**src/rtl/systolic_result_axis_tx.sv**
```systemverilog
// Drains a captured systolic result matrix as one row-major AXI4-Stream frame.
// Define RESULT_PACK_EN to pack two sign-extended 16-bit elements per beat.
module systolic_result_axis_tx #(
  parameter int unsigned SIZE       = 8,
  parameter int unsigned DATA_WIDTH = 4
) (
  input  logic                                  aclk,
  input  logic                                  aresetn,
  input  logic [SIZE*SIZE*3*DATA_WIDTH-1:0]     result_matrix,
  input  logic                                  capture,
  output logic [31:0]                           m_axis_tdata,
  output logic                                  m_axis_tvalid,
  input  logic                                  m_axis_tready,
  output logic                                  m_axis_tlast,
  output logic                                  busy,
  output logic                                  overrun,
  input  logic                                  overrun_clr
);

  localparam int unsigned RW    = 3 * DATA_WIDTH;
  localparam int unsigned NELEM = SIZE * SIZE;
  localparam int unsigned MW    = NELEM * RW;
`ifdef RESULT_PACK_EN
  localparam int unsigned BEATS = NELEM / 2;
`else
  localparam int unsigned BEATS = NELEM;
`endif
  localparam int unsigned IDXW  = (BEATS > 1) ? $clog2(BEATS) : 1;

`ifdef RESULT_PACK_EN
  if ((NELEM % 2) != 0) begin : g_odd_elems
    $error("systolic_result_axis_tx: SIZE*SIZE must be even when packing");
  end
`endif

  typedef enum logic {IDLE = 1'b0, SEND = 1'b1} state_e;

  state_e            state_q, state_d;
  logic [IDXW-1:0]   idx_q, idx_d;
  logic [MW-1:0]     shadow_q, shadow_d;
  logic [31:0]       tdata_q, tdata_d;
  logic              tvalid_q, tvalid_d;
  logic              tlast_q, tlast_d;
  logic              busy_q, busy_d;
  logic              overrun_q, overrun_d;

  logic              hs, last_hs, accept;
  int unsigned       base;
  logic [31:0]       beat;

  // Next-state, shadow load and registered-output precomputation.
  always_comb begin
    state_d   = state_q;
    idx_d     = idx_q;
    shadow_d  = shadow_q;
    overrun_d = overrun_q;
    hs        = tvalid_q & m_axis_tready;
    last_hs   = hs & tlast_q;
    accept    = capture & ((state_q == IDLE) | last_hs);

    case (state_q)
      IDLE: begin
        if (accept) state_d = SEND;
      end
      SEND: begin
        if (last_hs) begin
          if (!accept) state_d = IDLE;
          idx_d = '0;
        end else if (hs) begin
          idx_d = idx_q + IDXW'(1);
        end
      end
      default: state_d = IDLE;
    endcase

    if (accept) begin
      shadow_d = result_matrix;
      idx_d    = '0;
    end

    // A same-cycle set beats the clear.
    if (overrun_clr) overrun_d = 1'b0;
    if (capture && !accept) overrun_d = 1'b1;

`ifdef RESULT_PACK_EN
    base = 32'(idx_d) * 2 * RW;
    beat = {16'($signed(shadow_d[base + RW +: RW])), 16'($signed(shadow_d[base +: RW]))};
`else
    base = 32'(idx_d) * RW;
    beat = 32'($signed(shadow_d[base +: RW]));
`endif

    tvalid_d = (state_d == SEND);
    busy_d   = (state_d == SEND);
    tlast_d  = (state_d == SEND) && (idx_d == IDXW'(BEATS - 1));
    tdata_d  = (state_d == SEND) ? beat : 32'd0;
  end

  always_ff @(posedge aclk) begin
    if (!aresetn) begin
      state_q   <= IDLE;
      idx_q     <= '0;
      shadow_q  <= '0;
      tdata_q   <= '0;
      tvalid_q  <= 1'b0;
      tlast_q   <= 1'b0;
      busy_q    <= 1'b0;
      overrun_q <= 1'b0;
    end else begin
      state_q   <= state_d;
      idx_q     <= idx_d;
      shadow_q  <= shadow_d;
      tdata_q   <= tdata_d;
      tvalid_q  <= tvalid_d;
      tlast_q   <= tlast_d;
      busy_q    <= busy_d;
      overrun_q <= overrun_d;
    end
  end

  assign m_axis_tdata  = tdata_q;
  assign m_axis_tvalid = tvalid_q;
  assign m_axis_tlast  = tlast_q;
  assign busy          = busy_q;
  assign overrun       = overrun_q;

endmodule
```
**config.mk**
```make
export PLATFORM = sky130hd
export DESIGN_NAME = systolic_result_axis_tx
export DESIGN_NICKNAME = d
export VERILOG_FILES = /design/src/rtl/systolic_result_axis_tx.sv
export SDC_FILE = /design/constraint.sdc
export NUM_CORES = 2
export LEC_CHECK = 0
export ABC_CLOCK_PERIOD_IN_PS = 2950
export CAP_MARGIN = 20
export CORE_UTILIZATION = 40
export CTS_BUF_LIST = sky130_fd_sc_hd__clkbuf_2 sky130_fd_sc_hd__clkbuf_4 sky130_fd_sc_hd__clkbuf_8
export DETAILED_ROUTE_END_ITERATION = 8
export PLACE_DENSITY = 0.68
export SLEW_MARGIN = 15
export SYNTH_ARGS = -nofsm -noshare
export SYNTH_HDL_FRONTEND = slang
export SYNTH_SLANG_ARGS = --single-unit
```
**constraint.sdc**
```tcl
create_clock -name aclk -period 2.95 [get_ports aclk]
set_input_delay 0.4425 -clock aclk [delete_from_list [all_inputs] [get_ports aclk]]
set_output_delay 0.4425 -clock aclk [all_outputs]
set_load 0.05 [all_outputs]
```
==> key figures <==
Outcome
  – Status: complete, but fails checks
  – Violated checks: negative setup slack

Routing
  – Final Routed Wirelength: 187.2 mm
  – Post-DR vias/cell: 5.696
  – Vias: 42070
  – DR pass1 iterations: 6
  – Post-DRT Antenna Nets: 0
  – Drt initial violations: 4388
  – Remaining routing DRC violations: 0
  – Drt wl/cell: 25.34 um

Yosys
  – Most used DFF post-synth: dfxtp_1
  – Synth async-reset ratio: 0%
  – Sequential fraction of the synthesis area: 41.07%
  – Synthesized instance count: 4936
  – Avg Cell Area, Syn: 7.792 um2
  – EDFF count, synth: 0
  – Syn_nets: 5710
  – Synth top area cells: dfxtp_1, nand2_1, a21boi_0
  – Yosys warning total: 0
  – Area leader, netlist: dfxtp_1
  – Synth top cells by count: nand2_1, dfxtp_1, a21boi_0
  – Count leader, synth: nand2_1
  – Synthesized flop and latch total: 789
  – Synthesized area: 38460 um2
  – Synth cell types: 82
  – Synth top area share: 41.07%

Setup path
  – Worst Path Max Fanout: 17
  – Reg-to-reg endpoint: m_axis_tdata[9]$_SDFF_PN0_
  – Critical path buffers and inverters: 5
  – R2R Path Start: idx_q[0]$_SDFF_PN0_
  – Cell breakdown of the critical path: or3b_4 > and3_4 > nor2_4 > buf_6 > buf_12 > buf_12 > buf_12 > nand2_1 > a311o_1 > a211oi_2 > buf_4 > a311oi_2 > a31oi_1
  – Crit Path Class: reg -> reg
  – Crit-path slowest cell: or3b_4
  – Worst EP arrival: 3.73 ns
  – Worst Reg-to-Reg Cells: 13
  – Delay-heaviest family, CP: compound AO/OA/AOI/OAI gates
  – CP dominant cell by count: buf_12
  – Slowest stage delay, CP: 0.40 ns
  – Crit start category: register
  – Worst Setup End Kind: register
  – Critical Path RT: 3.69 ns
  – FF-to-FF setup slack: -0.04 ns

Pwr
  – VDD IR max: 355.0 uV
  – Internal: 0.01997 W
  – PwrDens: 509.1 nW/um2
  – Comb pwr share: 19.8%
  – Clock Power Share: 38.9%
  – Sequential Power Share: 41.3%
  – Psw: 0.008278 W
  – Sw Ratio: 29.30%
  – Pleak: 21.07 nW

Clock network
  – Clock Sinks: 789
  – H-tree depth: 4
  – CTS tree: yes
  – Clock Latency Late Sink: 0.84 ns
  – CTS buffer count: 141
  – CTS root buf: clkbuf_8
  – CTS max path bufs: 3
  – Clk slew on worst S/H paths: 0.06 ns

Cells and area
  – Area Growth Syn to Fin: 44.28%
  – Layout cells sized above 1: 16.77%
  – FILL cells: 8621
  – Post-route insts no fill: 7387
  – Fin nets: 6783

Run
  – Max_cap viols: 0

Hold path
  – Worst Hold End: shadow_q[362]$_SDFF_PN0_
  – Min-Delay Path Depth: 3
  – Hold Crit Start: result_matrix[362]
  – Hold WC Path Type: in -> reg

Floorplan
  – IO Pins: 809
  – Core Footprint: 95150 um2
  – Chip Height: 312.1 um
  – Die Area: 97400 um2
  – Width of the die: 312.1 um
  – FP Rows: 113
  – Starting Density: 40.42%

GRT
  – First-pass GRT wire length: 264.6 mm
  – Tot GR Track Use: 36.62%
  – Total gr overflow: 0
  – Antenna violations before repair: 34
  – Vias in the first global route: 39690
  – Largest net degree at the start of global routing: 253

STA
  – Slew at the pin with the worst max-slew slack: 1.181 ns
  – Max Freq: 0.3343 GHz
  – Final Cycle Share: 101.4%
  – Hold slack: 0.1723 ns
  – # setup viols final: 5
  – Worst Skew: 0.03076 ns
  – Slew margin rel.: 21.27%
  – RSZ-0062 raised after global routing: true
  – Slew Viols, Final: 0
  – Fin. Hold Viols: 0
  – Final min period: 2.991 ns
  – Final worst slack: -0.04123 ns

Place
  – # port buffers: 808
  – Placed insts: 7063
  – Routability-driven placement congestion ratio: 0.9713
  – Hpwl dp: 140.7 mm
[what timing repair did]
item                       4_1_cts  5_1_grt
resized for setup               92      134
pin swaps                       20       49
setup endpoints to repair       12       12
hold endpoints to repair        11        0
hold buffers                     1        0
cloned                           4        7
buffers inserted                31       32
[power by group through the flow]
stage | Clock [W] | Sequential, W | Combinational [W]
floorplan | 0 | 0.0117 | 0.00235
global placement | 0 | 0.0119 | 0.00509
detailed placement | 0 | 0.0119 | 0.00513
CTS | 0.0110 | 0.0116 | 0.00536
global route | 0.0115 | 0.0117 | 0.00589
finish | 0.0110 | 0.0117 | 0.00559
[kinds of logic (layout without fill, tap and decap cells)]
| group | after synthesis | in the layout | synth area share [%] |
|---|---|---|---|
| adders and majority gates | 1 | 1 | 0.03252 |
| and+or+nand+nor | 2182 | 2183 | 22.71 |
| DFF | 789 | 789 | 41.07 |
| other | 0 | 21 | 0 |
| buffers and inverters | 467 | 1631 | 5.735 |
| AOI/OAI and AO/OA | 1359 | 1359 | 25.41 |
| muxes | 138 | 138 | 5.045 |
[sequential cells by signal, summed over array words and instances (netlist names)]
name	count
shadow_q	768
m_axis_tdata	12
idx_q	6
busy	1
m_axis_tlast	1
overrun	1
[placed cells by master (no fill, tap or decap), types with 9 or more instances in the layout]
cell             Yosys  layout
a21boi_0           770     769
buf_6               11      31
clkdlybuf4s50_1      0     807
nor3_1              11       9
o2111ai_1           22      19
a311oi_1            34      25
mux2i_1             87      80
clkinv_2             0      10
nor2_1             120     108
clkbuf_4             0      42
buf_12               0      57
o21ai_0            146     128
o21ai_1              1      15
nand3_1            131     121
mux4_2              40      42
a31oi_1             85      80
o22ai_1             26      19
a211oi_1            85      71
a211oi_2             1      14
dfxtp_1            789     786
a21oi_2              2      10
diode_2              0      21
clkbuf_8             0     164
a211o_1             11      10
o211ai_1            25      25
and3_1              75      69
buf_4               38     474
a21oi_1             56      46
nand2_1           1792    1786
[routing by layer]
layer / GRT usage, % / wire length, um / vias up
li1: - / - / 19090
met1: 45.54 / 72890 / 20200
met2: 58.58 / 85500 / 2258
met3: 7.969 / 17470 / 504
met4: 20.88 / 11150 / 24
met5: 0 / 134 / -
[how the worst max path moves through the flow]
stage                        start                    endpoint  slack (ns)  cells past startpoint
6_report       idx_q[0]$_SDFF_PN0_  m_axis_tdata[9]$_SDFF_PN0_       -0.04                     13
5_1_grt        idx_q[0]$_SDFF_PN0_  m_axis_tdata[0]$_SDFF_PN0_       -0.07                     13
4_1_cts        idx_q[0]$_SDFF_PN0_  m_axis_tdata[8]$_SDFF_PN0_       -0.03                     12
3_5_place_dp         m_axis_tready  m_axis_tdata[8]$_SDFF_PN0_       -1.25                     14
3_3_place_gp         m_axis_tready  m_axis_tdata[8]$_SDFF_PN0_       -1.25                     14
2_1_floorplan      busy$_SDFF_PN0_  m_axis_tdata[2]$_SDFF_PN0_        0.11                     10
[area by class of cell]
| class | count | area, um2 | area share (%) |
|---|---|---|---|
| diodes | 21 | 52.55 | 0.09469 |
| clock buffers | 206 | 2572 | 4.635 |
| clock inverters | 29 | 362.8 | 0.6538 |
| inverters | 4 | 15.01 | 0.02706 |
| multi-input cells | 3681 | 21450 | 38.65 |
| flip-flops and latches | 789 | 15800 | 28.48 |
| well taps | 1265 | 1583 | 2.852 |
| repair buffers | 1392 | 13650 | 24.60 |
[worst reg2reg max path: stages (launching register included)]
cell and delay, ns:
dfxtp_4 0.37, or3b_4 0.40, and3_4 0.21, nor2_4 0.10, buf_6 0.14, buf_12 0.17, buf_12 0.17, buf_12 0.15
nand2_1 0.10, a311o_1 0.37, a211oi_2 0.34, buf_4 0.19, a311oi_2 0.04, a31oi_1 0.17
[through the flow]
step	utilization, %	setup TNS (ns)	setup slack (ns)	power [W]	cell area [um2]
3_5_place_dp	53.25	-17.30	-1.245	0.01699	50670
4_1_cts	57.26	-0.04251	-0.02716	0.02804	54480
2_1_floorplan	-	0	0.1097	0.01409	38460
3_3_place_gp	53.25	-15.04	-1.254	0.01694	50670
6_report	58.32	-0.09334	-0.04123	0.02825	55500
5_1_grt	58.31	-0.4231	-0.07407	0.02912	55480
Note: power is estimated with default switching activity, not from simulation.
